[src/rtl/imm_gen_pipe.sv]
// RISC-V immediate generator: combinational decode of one instruction word
// into a 2-entry result FIFO, plus a saturating illegal-instruction counter.
module imm_gen_pipe #(
  parameter int XLEN  = 32,
  parameter int CNT_W = 16
) (
  input  logic             clk,
  input  logic             rst,
  input  logic             flush,
  input  logic             in_valid,
  output logic             in_ready,
  input  logic [31:0]      instr,
  output logic             out_valid,
  input  logic             out_ready,
  output logic [XLEN-1:0]  imm,
  output logic [2:0]       fmt,
  output logic             illegal,
  output logic [CNT_W-1:0] ill_cnt
);

  localparam logic [2:0] FMT_NONE = 3'd0;
  localparam logic [2:0] FMT_I    = 3'd1;
  localparam logic [2:0] FMT_S    = 3'd2;
  localparam logic [2:0] FMT_B    = 3'd3;
  localparam logic [2:0] FMT_U    = 3'd4;
  localparam logic [2:0] FMT_J    = 3'd5;
  localparam logic [2:0] FMT_SH   = 3'd6;
  localparam bit         RV64     = (XLEN == 64);

  typedef struct packed {
    logic [XLEN-1:0] imm;
    logic [2:0]      fmt;
    logic            illegal;
  } ent_t;

  ent_t       dec;
  ent_t       mem [2];
  ent_t       head;
  logic       wp, rp;
  logic [1:0] cnt;
  logic       push, pop;

  logic [6:0] opc;
  logic [2:0] f3;
  logic       sl_ok, sr_ok, slw_ok, srw_ok;

  assign opc = instr[6:0];
  assign f3  = instr[14:12];

  // shift upper-field checks; the *w forms always carry a 5-bit shamt
  assign slw_ok = (instr[31:25] == 7'b0000000);
  assign srw_ok = (instr[31:25] == 7'b0000000) || (instr[31:25] == 7'b0100000);
  assign sl_ok  = RV64 ? (instr[31:26] == 6'b000000) : slw_ok;
  assign sr_ok  = RV64 ? ((instr[31:26] == 6'b000000) || (instr[31:26] == 6'b010000)) : srw_ok;

  always_comb begin
    dec.imm     = '0;
    dec.fmt     = FMT_NONE;
    dec.illegal = 1'b0;
    case (opc)
      7'b0000011, 7'b1100111, 7'b0001111, 7'b1110011: begin
        dec.fmt = FMT_I;
        dec.imm = XLEN'($signed(instr[31:20]));
      end
      7'b0010011: begin
        if (f3 == 3'b001 || f3 == 3'b101) begin
          if ((f3 == 3'b001) ? sl_ok : sr_ok) begin
            dec.fmt = FMT_SH;
            dec.imm = RV64 ? XLEN'(instr[25:20]) : XLEN'(instr[24:20]);
          end else begin
            dec.illegal = 1'b1;
          end
        end else begin
          dec.fmt = FMT_I;
          dec.imm = XLEN'($signed(instr[31:20]));
        end
      end
      7'b0011011: begin
        if (!RV64) begin
          dec.illegal = 1'b1;
        end else if (f3 == 3'b000) begin
          dec.fmt = FMT_I;
          dec.imm = XLEN'($signed(instr[31:20]));
        end else if ((f3 == 3'b001 && slw_ok) || (f3 == 3'b101 && srw_ok)) begin
          dec.fmt = FMT_SH;
          dec.imm = XLEN'(instr[24:20]);
        end else begin
          dec.illegal = 1'b1;
        end
      end
      7'b0100011: begin
        dec.fmt = FMT_S;
        dec.imm = XLEN'($signed({instr[31:25], instr[11:7]}));
      end
      7'b1100011: begin
        dec.fmt = FMT_B;
        dec.imm = XLEN'($signed({instr[31], instr[7], instr[30:25], instr[11:8], 1'b0}));
      end
      7'b0110111, 7'b0010111: begin
        dec.fmt = FMT_U;
        dec.imm = XLEN'($signed({instr[31:12], 12'b0}));
      end
      7'b1101111: begin
        dec.fmt = FMT_J;
        dec.imm = XLEN'($signed({instr[31], instr[19:12], instr[20], instr[30:21], 1'b0}));
      end
      7'b0110011: ;
      7'b0111011: dec.illegal = !RV64;
      default:    dec.illegal = 1'b1;
    endcase
  end

  assign in_ready  = (cnt != 2'd2);
  assign out_valid = (cnt != 2'd0);
  assign push      = in_valid && in_ready && !flush;
  assign pop       = out_valid && out_ready && !flush;

  always_ff @(posedge clk) begin
    if (rst) begin
      cnt     <= 2'd0;
      wp      <= 1'b0;
      rp      <= 1'b0;
      ill_cnt <= '0;
    end else if (flush) begin
      cnt <= 2'd0;
      wp  <= 1'b0;
      rp  <= 1'b0;
    end else begin
      if (push) begin
        mem[wp] <= dec;
        wp      <= ~wp;
        if (dec.illegal && ill_cnt != {CNT_W{1'b1}})
          ill_cnt <= ill_cnt + CNT_W'(1);
      end
      if (pop)
        rp <= ~rp;
      cnt <= cnt + 2'(push) - 2'(pop);
    end
  end

  // result fields are forced to zero while reset is held
  assign head    = mem[rp];
  assign imm     = rst ? '0 : head.imm;
  assign fmt     = rst ? FMT_NONE : head.fmt;
  assign illegal = rst ? 1'b0 : head.illegal;

endmodule

[config.mk]
export PLATFORM = sky130hd
export DESIGN_NAME = imm_gen_pipe
export DESIGN_NICKNAME = d
export VERILOG_FILES = /design/src/rtl/imm_gen_pipe.sv
export SDC_FILE = /design/constraint.sdc
export NUM_CORES = 1
export LEC_CHECK = 0
export CAP_MARGIN = 30
export CORE_UTILIZATION = 43
export CTS_BUF_LIST = sky130_fd_sc_hd__clkbuf_16
export CTS_CLUSTER_DIAMETER = 100
export DETAILED_ROUTE_END_ITERATION = 8
export PLACE_DENSITY = 0.69
export SLEW_MARGIN = 5
export SYNTH_ARGS = -nofsm -noshare
export SYNTH_HDL_FRONTEND = slang
export SYNTH_SLANG_ARGS = --single-unit
[constraint.sdc]
create_clock -name clk -period 7.8 [get_ports clk]
set_input_delay 1.56 -clock clk [delete_from_list [all_inputs] [get_ports clk]]
set_output_delay 1.56 -clock clk [all_outputs]
set_load 0.01 [all_outputs]
==> flow_metrics.py, run 1 <==
metrics = {
    "worst_setup_path": {
        "r2r_setup_slack_ns": 5.26,
        "crit_type": "input port to output port",
        "worstPathArrival_ns": 2.84,
        "end_kind": "output port",
        "worstSetupStartpointType": "input port",
        "cp_max_fo": 64,
        "critPathRequiredTime_ns": 6.24,
    },
    "final_layout": {
        "insertedDiodeCount": 0,
        "final_cell_mix": "clkdlybuf4s50_1 (89), edfxtp_1 (72), nor2_1 (58)",
        "syn_to_final_growth_pct": 31.6,
        "nNetsFinal": 505,
        "layout_commonest_cell": "clkdlybuf4s50_1",
        "drive_above_1_share": 0.0745,
    },
    "logic_synthesis": {
        "yosysTopAreaCellShare": 0.494,
        "synth.avg_cell_area_sq_um": 11.7,
        "netlist_area_sq_um": 4370,
        "synth_edf_count": 72,
        "syn_inst": 375,
        "yosysTopAreaCell": "edfxtp_1",
        "ys_seq_area_frac": 0.590,
        "ys_types": 48,
        "synthArstFlopShare": 0,
        "ys.flop_type": "edfxtp_1",
        "yosys_warnings": 0,
        "synth_nets": 415,
        "ys_ff_latch": 93,
        "synth.area.top_cells": "edfxtp_1 (49%), dfxtp_1 (9.6%), mux2i_1 (8.5%), nor2_1 (5.0%), a21o_1 (4.5%)",
    },
    "power": {
        "power_mw": 1.13,
        "powerDensity_nw_per_um2": 196,
        "ir_drop_mv": 0.135,
        "p_leak_nw": 2.01,
    },
    "sta": {
        "fin_skew_ns": 0.00431,
        "clock.fmax_mhz": 227,
        "fin_crit_sh": 0.565,
        "tns_ns": 0,
        "final-max-slew-violation-count": 0,
        "max-slew-margin-rel": 0.455,
        "period_minus_slack_ns": 4.40,
        "hold_viol": 0,
        "setup_viol": 0,
        "worst_pin_slew_ns": 0.817,
        "grt_setup_unrepaired": "false",
    },
    "die": {
        "start_util": 0.445,
        "dieArea_sq_um": 10600,
        "dieWidth_um": 103,
        "core_area_sq_um": 9820,
        "die_h_um": 103,
        "io_pins": 91,
        "rows": 36,
    },
    "place": {
        "finalWeightedCongestion": 0.826,
        "io_buffers": 90,
        "place_hpwl_mm": 6.60,
    },
    "outcome": {
        "outcome": "finished clean",
    },
    "clocking": {
        "cts_buffer_depth": 2,
        "cts_resized": 0,
        "worstSkewPairLatency_ns": 0.33,
        "holdBufCountCts": 0,
        "h-tree-depth": 3,
        "path_clk_slew_ns": 0.07,
        "clockRootBuffer": "clkbuf_16",
        "cts_tree": "built",
        "post_cts_buffers": 0,
        "cts_buffers": 9,
        "clkSinkCount": 93,
    },
    "route": {
        "drt-pass1-iter-count": 4,
        "drc": 0,
        "drt_iter0_markers": 153,
        "ant_nets": 0,
        "wl_mm": 9.59,
        "viasPerCell": 5.23,
        "vias": 3155,
        "drt-wirelength-per-cell_um": 15.9,
    },
    "global_route": {
        "use_met3": 0.0427,
        "busiest_layer": "met2",
        "grt_max_degree": 65,
        "antenna_found_initial": 0,
        "grtUsageMet1": 0.258,
        "grt_pass1_wl_mm": 15.1,
        "met2_usage": 0.307,
        "grt_usage": 0.190,
        "grt_overflow": 0,
        "first_global_vias": 3011,
    },
    "min_path": {
        "hold_path_class": "flip-flop to flip-flop",
    },
    "run": {
        "cap_violations": 0,
    },
}
path summary, 6_finish.rpt:
path	from	end	cells past startpoint
max	rst	imm[0]	4
min	ill_cnt[13]$_SDFFE_PP0P_	ill_cnt[13]$_SDFFE_PP0P_	3
max reg2reg	ill_cnt[3]$_SDFFE_PP0P_	ill_cnt[3]$_SDFFE_PP0P_	7
min reg2reg	ill_cnt[13]$_SDFFE_PP0P_	ill_cnt[13]$_SDFFE_PP0P_	3
routing by layer:
metal | vias up | part of all wire
met1 | 1514 | 0.46
met4 | 0 | 0.016
met3 | 15 | 0.042
met2 | 82 | 0.48
li1 | 1544 | -
met5 | - | 0
worst max-delay path, stage by stage:
cell	delay [ns]
buf_2	0.07
buf_4	0.53
nor2_1	0.15
clkdlybuf4s50_1	0.52
cell type report:
class	count	area [sq um]
Sequential cell	93	2580
Clock buffer	9	225
Clock inverter	7	105
Multi-Input combinational cell	251	1680
Inverter	14	52.6
Tap cell	133	166
Fill cell	880	4060
Timing Repair Buffer	96	945
synthesized netlist by cell type (2+ instances only):
| library cell | n |
|---|---|
| a31o_1 | 2 |
| nor2_1 | 58 |
| nor3_1 | 8 |
| a22o_1 | 4 |
| ha_1 | 3 |
| xor2_1 | 3 |
| a21oi_2 | 2 |
| nand4_1 | 6 |
| mux2_1 | 2 |
| dfxtp_1 | 21 |
| nor4_1 | 3 |
| a21oi_1 | 13 |
| inv_1 | 13 |
| a21o_1 | 26 |
| xnor2_1 | 3 |
| nand2b_1 | 4 |
| clkbuf_1 | 15 |
| o21ai_1 | 4 |
| mux2_4 | 2 |
| nand3_1 | 15 |
| and2_1 | 4 |
| nor2b_1 | 12 |
| nor3b_1 | 3 |
| mux2i_1 | 37 |
| and3_1 | 4 |
| edfxtp_1 | 72 |
| nand2_1 | 15 |
through the flow:
stage / std cells / hold slack (ns) / setup slack [ns] / util / area (sq um)
after floorplan: 375 / 0.520 / 1.51 / - / 4370
after global placement: 585 / 0.535 / 3.39 / 0.551 / 5410
after detailed placement: 585 / 0.540 / 3.37 / 0.551 / 5410
after CTS: 601 / 0.551 / 3.37 / 0.584 / 5740
after global routing: 603 / 0.607 / 3.28 / 0.586 / 5760
final: 603 / 0.546 / 3.40 / 0.586 / 5760
report_power, final:
| part | internal (mW) | switching [mW] |
|---|---|---|
| Sequential | 0.541 | 0.00360 |
| Clock | 0.287 | 0.194 |
| Combinational | 0.0529 | 0.0511 |
sequential cells by signal, indices dropped and copies added (netlist names), named ones only:
signal	count
wp	1
mem	72
cnt	2
rp	1
ill_cnt	16
kinds of logic (layout without fill, tap and decap cells):
logic type,count (synthesis),in the layout,synth area share
multiplexers,41,41,0.0967
AND/OR/NAND/NOR,138,138,0.152
XOR/XNOR,6,6,0.0120
adder cells (fa/ha/maj),3,3,0.00858
flip-flops,93,93,0.590
AO/OA/AOI/OAI,63,63,0.111
buffers and inverters,31,126,0.0286
(Power assumes the default switching activity.)
==> run 2, diff against run 1 <==
- clock period: 7.8 -> 4.1 ns (I/O delays scaled with it)
==> run 2 against run 1 <==
Effect of this change: core utilization increased by 0.18 points; critical path depth increased by 3; final area increased by 0.30%; register-to-register slack got worse by 3.8 ns; sequential power increased by 91%; power increased by 84%; global-route usage decreased by 0.61 points; critical endpoint is now ill_cnt[3]$_SDFFE_PP0P_; highest routed layer unchanged.
==> flow_metrics.py, run 2 (synthesis gave the netlist of run 1 again) <==
metrics = {
    "worst_setup_path": {
        "critPathLaunch": "instr[5]",
        "slowest_delay_ns": 0.75,
        "crit_type": "input port to flip-flop",
        "worstSetupStartpointType": "input port",
        "worstPathArrival_ns": 3.47,
        "end_kind": "flip-flop",
        "crit_chain": "clkdlybuf4s50_1, nor3_1, nand2_1, o31a_4, a21oi_2, and3_1, mux2_4",
        "r2r_start": "ill_cnt[3]$_SDFFE_PP0P_",
        "critPathRequiredTime_ns": 4.33,
        "cp_max_fo": 23,
        "critPathSlowestCell": "a21oi_2",
    },
    "final_layout": {
        "final_cell_mix": "clkdlybuf4s50_1 (89), edfxtp_1 (72), nor2_1 (58)",
        "syn_to_final_growth_pct": 32.0,
        "reg_top3": "mem x72, ill_cnt x16, cnt x2",
        "drive_above_1_share": 0.0784,
        "nNetsFinal": 507,
        "stdcell_count": 605,
        "fin_area_sq_um": 5770,
        "top_register": "mem",
        "layout_commonest_cell": "clkdlybuf4s50_1",
        "utilization": 0.588,
        "insertedDiodeCount": 0,
        "largest_reg_flops": 72,
    },
    "sta": {
        "tns_ns": 0,
        "hold_ws_ns": 0.559,
        "max-slew-margin-rel": 0.336,
        "worst_pin_slew_ns": 0.996,
        "setup_viol": 0,
        "fin_crit_sh": 0.791,
        "period_minus_slack_ns": 3.24,
        "clock.fmax_mhz": 308,
        "grt_setup_unrepaired": "false",
        "fin_skew_ns": 0.00575,
        "setup_slack_ns": 0.855,
        "hold_viol": 0,
        "final-max-slew-violation-count": 0,
    },
    "clocking": {
        "worstSkewPairLatency_ns": 0.34,
        "post_cts_buffers": 0,
        "cts_buffers": 9,
        "cts_buffer_depth": 2,
        "holdBufCountCts": 0,
        "cts_tree": "built",
        "path_clk_slew_ns": 0.06,
        "h-tree-depth": 3,
        "clockRootBuffer": "clkbuf_16",
        "clkSinkCount": 93,
        "cts_resized": 0,
    },
    "die": {
        "core_area_sq_um": 9820,
        "dieArea_sq_um": 10600,
        "io_pins": 91,
        "rows": 36,
        "dieWidth_um": 103,
        "start_util": 0.445,
        "die_h_um": 103,
    },
    "place": {
        "dpl-instance-area_sq_um": 5450,
        "dp.cells": 588,
        "place_hpwl_mm": 6.79,
        "io_buffers": 90,
        "finalWeightedCongestion": 0.881,
        "pre_cts_slack_ns": 0.525,
    },
    "route": {
        "ant_nets": 0,
        "viasPerCell": 5.24,
        "vias": 3168,
        "drc": 0,
        "drt-pass1-iter-count": 4,
        "drt_iter0_markers": 165,
        "drt-wirelength-per-cell_um": 16.1,
        "wl_mm": 9.77,
    },
    "global_route": {
        "grt_usage": 0.184,
        "grt_overflow": 0,
        "first_global_vias": 2871,
        "grt_max_degree": 55,
        "grt_pass1_wl_mm": 14.3,
        "antenna_found_initial": 0,
    },
    "outcome": {
        "outcome": "finished clean",
    },
    "power": {
        "ir_drop_mv": 0.236,
        "p_leak_nw": 2.01,
        "power_mw": 2.08,
        "powerDensity_nw_per_um2": 360,
    },
    "run": {
        "cap_violations": 0,
    },
    "min_path": {
        "hold_start": "rp$_SDFFE_PP0P_",
        "hold_path_class": "flip-flop to flip-flop",
    },
}
==> run 2: cell types whose count changed in the layout (fill, tap and decap cells not counted), sizes merged <==
cell | previous run | this run
inv | 17 | 16
bufinv | 2 | 1
buf | 6 | 9
clkinvlp | 1 | 3
clkbuf | 10 | 9
==> run 2: worst max-delay path, delay by kind of cell <==
family,cells,cell delay (ns)
compound gates,2,1.11
mux,1,0.30
simple gates,3,0.71
buf+inv,1,0.52
==> run 2: per-layer routing <==
metal / track usage / part of all wire / vias to the layer above
li1: - / - / 1558
met1: 0.246 / 0.45 / 1509
met2: 0.291 / 0.48 / 83
met3: 0.0278 / 0.037 / 18
met4: 0.0975 / 0.025 / 0
met5: 0 / 0 / -
==> run 2: final timing paths <==
check                             to  slack, ns  cells after the start
max          ill_cnt[3]$_SDFFE_PP0P_       0.86                      7
min                  rp$_SDFFE_PP0P_       0.56                      2
max reg2reg  ill_cnt[3]$_SDFFE_PP0P_       1.45                      6
min reg2reg          rp$_SDFFE_PP0P_       0.56                      2
==> run 2: power breakdown <==
group | internal (mW) | switching [mW] | leakage [nW] | total, mW
sequential | 1.03 | 0.00800 | 0.742 | 1.04
clock | 0.481 | 0.362 | 0.141 | 0.843
combinational | 0.102 | 0.0977 | 1.13 | 0.200
==> run 2: cell type report <==
class	count	area [sq um]
repair buffers	98	968
inverters	14	52.6
flip-flops and latches	93	2580
clock inverters	7	81.3
clock buffers	9	225
multi-input cells	251	1700
well taps	133	166
fillers	854	4050
